[config.mk]
export PLATFORM = sky130hd
export DESIGN_NAME = cnn_dvcon
export DESIGN_NICKNAME = d
export VERILOG_FILES = /design/src/rtl/cnn_dvcon_pkg.sv /design/src/rtl/cnn_dvcon_mac3.sv /design/src/rtl/cnn_dvcon.sv
export SDC_FILE = /design/constraint.sdc
export NUM_CORES = 2
export LEC_CHECK = 0
export ABC_CLOCK_PERIOD_IN_PS = 4000
export CAP_MARGIN = 20
export CORE_MARGIN = 5
export CORE_UTILIZATION = 27
export CTS_CLUSTER_SIZE = 8
export DETAILED_ROUTE_END_ITERATION = 8
export PLACE_DENSITY_LB_ADDON = 0.2
export SYNTH_ARGS = -nofsm -noshare
export SYNTH_HDL_FRONTEND = slang
export SYNTH_SLANG_ARGS = --single-unit
[constraint.sdc]
create_clock -name aclk -period 4 [get_ports aclk]
set_input_delay 0.8 -clock aclk [delete_from_list [all_inputs] [get_ports aclk]]
set_output_delay 0.8 -clock aclk [all_outputs]
set_load 0.01 [all_outputs]
[src/rtl/cnn_dvcon_pkg.sv]
// cnn_dvcon_pkg: shared widths, tdata layout offsets and the tap unpacker
// for the 3x3 convolution engine.
//   DATA_W  pixel / weight width
//   TAPS    window elements (fixed at 9, three rows of three)
//   ACC_W   result width (>= 2*DATA_W+4 so the 9-term sum cannot overflow)
//   PROD_W  exact signed width of one unsigned-pixel x signed-weight product
package cnn_dvcon_pkg;
  localparam int DATA_W   = 8;
  localparam int TAPS     = 9;
  localparam int ACC_W    = 20;
  localparam int PROD_W   = 2*DATA_W+1;
  localparam int TDATA_W  = 2*TAPS*DATA_W;
  localparam int KER_BASE = TAPS*DATA_W;   // 72
  localparam int IMG_BASE = 0;
  localparam int STAGES   = 3;

  typedef struct packed {
    logic [DATA_W-1:0] img;   // unsigned pixel
    logic [DATA_W-1:0] ker;   // signed weight
  } tap_t;

  // Tap 0 sits in the most significant byte of each half.
  function automatic tap_t unpack_tap(input logic [TDATA_W-1:0] d, input int i);
    tap_t t;
    t.ker = d[KER_BASE + (TAPS-1-i)*DATA_W +: DATA_W];
    t.img = d[IMG_BASE + (TAPS-1-i)*DATA_W +: DATA_W];
    return t;
  endfunction
endpackage

[src/rtl/cnn_dvcon_mac3.sv]
// cnn_dvcon_mac3: one 3-tap row of the window. Stage 1 registers the three
// exact products, stage 2 registers their sign-extended sum.
//   aclk, aresetn  clock / async active-low reset
//   en             shared pipeline enable
//   img, ker       three pixels (unsigned) and weights (signed)
//   row_sum        registered signed row sum, ACC_W bits
module cnn_dvcon_mac3
  import cnn_dvcon_pkg::*;
(
  input  logic                   aclk,
  input  logic                   aresetn,
  input  logic                   en,
  input  logic [2:0][DATA_W-1:0] img,
  input  logic [2:0][DATA_W-1:0] ker,
  output logic [ACC_W-1:0]       row_sum
);
  logic signed [PROD_W-1:0] prod_d [3];
  logic signed [PROD_W-1:0] prod_q [3];

  // Pixel is zero-extended, weight sign-extended; 17 bits hold the product exactly.
  always_comb begin
    for (int j = 0; j < 3; j++) begin
      prod_d[j] = PROD_W'($signed({1'b0, img[j]})) * PROD_W'($signed(ker[j]));
    end
  end

  always_ff @(posedge aclk or negedge aresetn) begin
    if (!aresetn) begin
      for (int j = 0; j < 3; j++) prod_q[j] <= '0;
      row_sum <= '0;
    end else if (en) begin
      prod_q  <= prod_d;
      row_sum <= ACC_W'(prod_q[0]) + ACC_W'(prod_q[1]) + ACC_W'(prod_q[2]);
    end
  end
endmodule

[src/rtl/cnn_dvcon.sv]
// cnn_dvcon: 3x3 convolution engine. Each input beat carries a 3x3 window and
// kernel; one signed dot product leaves per beat, 3 stages, 1 beat/clock.
//   aclk, aresetn     clock / async active-low reset
//   s_axis_*          input stream, tdata = {ker0..ker8, img0..img8}
//   m_axis_*          output stream, tdata = signed ACC_W result
module cnn_dvcon
  import cnn_dvcon_pkg::*;
(
  input  logic               aclk,
  input  logic               aresetn,
  input  logic [TDATA_W-1:0] s_axis_tdata,
  input  logic               s_axis_tvalid,
  output logic               s_axis_tready,
  output logic [ACC_W-1:0]   m_axis_tdata,
  output logic               m_axis_tvalid,
  input  logic               m_axis_tready
);
  logic                         en;
  logic [STAGES:1]              vld_pipe;
  logic [2:0][2:0][DATA_W-1:0]  img_r, ker_r;
  logic [2:0][ACC_W-1:0]        row_sum;

  // Whole pipeline stalls only when a result is held unaccepted.
  assign en            = !(m_axis_tvalid && !m_axis_tready);
  assign s_axis_tready = en;
  assign m_axis_tvalid = vld_pipe[STAGES];

  always_comb begin
    for (int r = 0; r < 3; r++) begin
      for (int j = 0; j < 3; j++) begin
        img_r[r][j] = unpack_tap(s_axis_tdata, 3*r+j).img;
        ker_r[r][j] = unpack_tap(s_axis_tdata, 3*r+j).ker;
      end
    end
  end

  cnn_dvcon_mac3 u_row [2:0] (
    .aclk    (aclk),
    .aresetn (aresetn),
    .en      (en),
    .img     (img_r),
    .ker     (ker_r),
    .row_sum (row_sum)
  );

  // Valid shifts with the data; an unaccepted cycle inserts a 0 bubble.
  always_ff @(posedge aclk or negedge aresetn) begin
    if (!aresetn) begin
      vld_pipe     <= '0;
      m_axis_tdata <= '0;
    end else if (en) begin
      vld_pipe     <= {vld_pipe[STAGES-1:1], s_axis_tvalid};
      m_axis_tdata <= row_sum[0] + row_sum[1] + row_sum[2];
    end
  end
endmodule

==> results <==
- The flow ran to the end, but the final reports show violations.
- The checks that failed: negative setup slack.
- The internal power contribution is about 18000 µW.
- The area of all sequential standard cells is 5830 µm².
- The reg-to-reg endpoint is m_axis_tdata[19].
- The power per cell area is 789 nW/µm².
- The clock-pin transition on the worst setup and hold timing paths is roughly 0.05 ns.
- The routed design has 86700 µm of wire.
- The placeable core area is 120000 µm².
- The worst min-delay path class is primary input to async pin.
- Across all register-to-register paths, the minimum setup slack is 0.86 ns.
- The routed design could run at a clock period as short as approximately 4.2 ns.
- The detailed-route DRC error count is 0.
- The measured slew at the worst slew-check pin is approximately 0.9 ns.
- Derived from the worst setup path, the maximum achievable clock frequency is approximately 0.24 GHz.
- During I/O placement, the number of pins put on the boundary was 170.
- The sequential fraction of the synthesis area is between 10% and 20%.
- The area growth from synthesis to layout is 33.7%.
- The worst clock skew is 0.0189 ns.
- The synthesized netlist net count is roughly 4600.
- The number of antenna violations at the first check in global routing is 0.
- For this run, the post-layout net count is 5293.
- The worst setup path is of the primary input to flop kind.
- The count of max-cap constraint violations is 0.
- In this run, flip-flops and latches consume 14.2% of the power.
- The number of iterations in the first detailed-routing pass is 4.
- The critical path data required time is 4.45 ns.
- The fraction of final layout cells sized beyond drive strength 1 is 29.4%.
- The cell leakage power is 0.0212 µW.
- The area share of the largest cell type after synthesis is between 20% and 30%.
- Of all flip-flops after synthesis, the portion carrying an async set or reset was 100%.
- The number of failing hold endpoints at the final stage is 0.
- The clock insertion delay at the later pin of the skew report is 0.54 ns.
- In the final routed layout, each cell accounts on average for approximately 15 µm.
- The number of global-route vias before repair is 27084.
- The Yosys step of the flow raised 0 warnings.
- The cell count of the worst reg-to-reg path is 11.
- In the post-synthesis netlist, the biggest area contributors are sky130_fd_sc_hd__fa_1 (25%), sky130_fd_sc_hd__dfrtp_1 (18%), sky130_fd_sc_hd__ha_1 (17%).
- Input and output buffers added on the ports amount to roughly 170.
- The total die area is 128000 µm².
- The kind of launch point of the worst setup path is a primary input.
- The number of pins with negative max-slew slack in the final report is 0.
- The number of different library cells in the post-synthesis netlist is 72.
- Headroom to the max-slew limit came out at 39.9%.
- The largest fanout on the critical path is 7.
- sky130_fd_sc_hd__inv_1 is the most common cell in the netlist.
- The first-iteration detailed-routing DRC count is 1020.
- The gate count after technology mapping is 3588.
- Setup repair after global routing could not meet its margin everywhere.
- Counting flops with a built-in enable in the synthesized netlist gives 0.
- Global routing used 13.7% of the available tracks.
- The final route contains 26016 vias.
- The number of routed nets with antenna violations is 0.
- The multi-input gate area in the final layout is 26700 µm².
- Fill cells in the final layout number 12349.
- The share of total power in combinational logic is 77.9%.
- sky130_fd_sc_hd__fa_1 takes more of the synthesized area than any other cell.
- Entering global routing, the biggest net connects 137 pins.
- Setup violations remaining at the end of the flow were counted as 39.
- In this run, synthesis produced a sequential element count of 233.
- In this run the vertical extent of the chip is 358 µm.
- The worst supply voltage drop on vdd is 427 µV.
- The worst-case setup margin in the final layout is -0.245 ns.
- The count of H-tree levels built during CTS is 2.
- The clock net in this run drives a total of around 230 sinks.
- Ranked by instance count, the synthesized netlist is headed by sky130_fd_sc_hd__inv_1 (550), sky130_fd_sc_hd__ha_1 (456), sky130_fd_sc_hd__fa_1 (407), sky130_fd_sc_hd__nand2_1 (386), sky130_fd_sc_hd__and2_1 (354).
- At the end of the flow the core is filled with cells to 36.4%.
- The prevailing post-synth register cell is sky130_fd_sc_hd__dfrtp_1.
- The floorplan step set the die width to 358 µm.
- The switching part of the total is between 40% and 50%.
- The data arrival time of the critical path is approximately 4.7 ns.
- The launching point of the worst reg2reg path is u_row[1].row_sum[1].
- The maximum buffer depth of the clock tree is 3.
- The worst path uses 106% of the clock period.
- TritonCTS built the clock tree.
- The number of clock buffers added by TritonCTS is 35.
- The post-DP HPWL is 72000 µm.
- The number of vias per cell is 4.41.
- The remaining global-route overflow is 0.
- Prior to clock tree synthesis, the placed netlist has a worst setup slack of -1.34 ns.
- STA classifies the critical path endpoint as a flop.
- The routability congestion estimate from global placement is 0.797.
- The hold buffer count at CTS is 0.
- The clock network fraction of total power is between 7 and 8%.
- The master cell of the clock root buffer is sky130_fd_sc_hd__clkbuf_16.
- The antenna diode count is 0.
- The analysis attributes to net switching a power of 16400 µW.
- Summing every instance area after synthesis gives 32700 µm².
- The initial standard-cell utilization of the core is 27.2%.
- In this run the core area contains 127 standard-cell rows.
- The first global-routing pass estimated around 140000 µm of wire.
- A synthesized cell averages 9.10 µm².
==> critical path: stages <==
cell and delay (ns):
sky130_fd_sc_hd__buf_12 0.11, sky130_fd_sc_hd__and2_4 0.15, sky130_fd_sc_hd__fa_1 0.51, sky130_fd_sc_hd__fa_1 0.53, sky130_fd_sc_hd__fa_1 0.51, sky130_fd_sc_hd__inv_1 0.05, sky130_fd_sc_hd__fa_1 0.51, sky130_fd_sc_hd__inv_2 0.05
sky130_fd_sc_hd__ha_4 0.25, sky130_fd_sc_hd__o21a_1 0.10, sky130_fd_sc_hd__o31a_1 0.14, sky130_fd_sc_hd__o211ai_1 0.14, sky130_fd_sc_hd__a21oi_2 0.22, sky130_fd_sc_hd__nor4_2 0.06, sky130_fd_sc_hd__or4_1 0.47, sky130_fd_sc_hd__nand3_1 0.10
==> routing by layer <==
metal	wire length [µm]	global-route usage [%]	part of all wire, %	vias up
met3	2730	1.66	3.1	44
met5	0	0	0	-
met1	44100	20.3	51	12703
li1	-	-	-	13039
met2	39100	22.0	45	230
met4	733	1.66	0.85	0
==> stage by stage <==
stage	hold WS [ns]	area [µm²]	std cells	TNS (ns)	total power (µW)
after floorplan	0.430	33300	3588	-9.30	22300
after global placement	0.452	40400	5773	-96.51	30000
after detailed placement	0.452	40400	5773	-98.04	30100
after CTS	0.249	42300	5867	-3.70	34100
after global routing	0.269	43700	5901	-8.80	38400
final	0.226	43700	5901	-2.65	34500
==> sequential cells by signal, indices dropped and copies added (netlist names) <==
name,count
m_axis_tdata,20
u_row.prod_q,153
u_row.row_sum,57
vld_pipe,3
==> cells by family after synthesis <==
kind of cell | count (synthesis) | share of synthesized area, %
buffers and inverters | 612 | 7.04
AOI/OAI and AO/OA | 589 | 11.4
adders and majority gates | 863 | 42.4
muxes | 9 | 0.276
and+or+nand+nor | 1163 | 17.9
xor gates and xnor gates | 119 | 3.19
DFF | 233 | 17.9
==> how the worst max path moves through the flow <==
stage                            from  cells after the start  slack (ns)             endpoint
detailed placement  s_axis_tdata[114]                     21       -1.34  u_row[1].prod_q[50]
floorplan            s_axis_tdata[44]                     15       -0.46  u_row[1].prod_q[50]
CTS                  s_axis_tdata[59]                     17       -0.23  u_row[0].prod_q[31]
finish              s_axis_tdata[114]                     16       -0.25  u_row[1].prod_q[50]
global route        s_axis_tdata[115]                     16       -0.41  u_row[1].prod_q[50]
global placement     s_axis_tdata[35]                     22       -1.31  u_row[1].prod_q[29]
==> power by group through the flow <==
stage / clock [µW] / sequential (µW) / combinational, µW
after floorplan: 0 / 4430 / 17900
after global placement: 0 / 4960 / 25100
after detailed placement: 0 / 4970 / 25200
after CTS: 2820 / 4940 / 26400
after global routing: 2910 / 5080 / 30400
final: 2710 / 4890 / 26900
==> cells in the final DEF, fill, tap and decap left out, types with 44 or more instances in the layout <==
cell                       instances
sky130_fd_sc_hd__xnor2_1          44
sky130_fd_sc_hd__ha_1            381
sky130_fd_sc_hd__nand2b_1         46
sky130_fd_sc_hd__and2_1          259
sky130_fd_sc_hd__inv_2           100
sky130_fd_sc_hd__nand2_1         363
sky130_fd_sc_hd__a21o_1           65
sky130_fd_sc_hd__dfrtp_1         233
sky130_fd_sc_hd__xor2_1           60
sky130_fd_sc_hd__o21ai_0          69
sky130_fd_sc_hd__buf_6           133
sky130_fd_sc_hd__ha_4             64
sky130_fd_sc_hd__and2_4           95
sky130_fd_sc_hd__buf_2            45
sky130_fd_sc_hd__inv_1           443
sky130_fd_sc_hd__fa_1            366
sky130_fd_sc_hd__a21oi_1         162
sky130_fd_sc_hd__buf_4           477
sky130_fd_sc_hd__nor2_1          171
==> area by class of cell <==
cell class / count / area share, %
Multi-Input combinational cell: 2743 / 61.1
Timing Repair Buffer: 717 / 13.9
Sequential cell: 233 / 13.4
Inverter: 552 / 4.82
Tap cell: 1612 / 4.62
Clock buffer: 42 / 2.14
Clock inverter: 2 / 0.0573
==> timing repair <==
| action | in CTS | in global routing |
|---|---|---|
| gates cloned | 0 | 0 |
| resized for setup | 957 | 350 |
| hold endpoints to repair | 0 | 0 |
| setup endpoints to repair | 94 | 71 |
| buffers inserted | 55 | 41 |
| pin swaps | 297 | 350 |
Note: power is estimated with default switching activity, not from simulation.
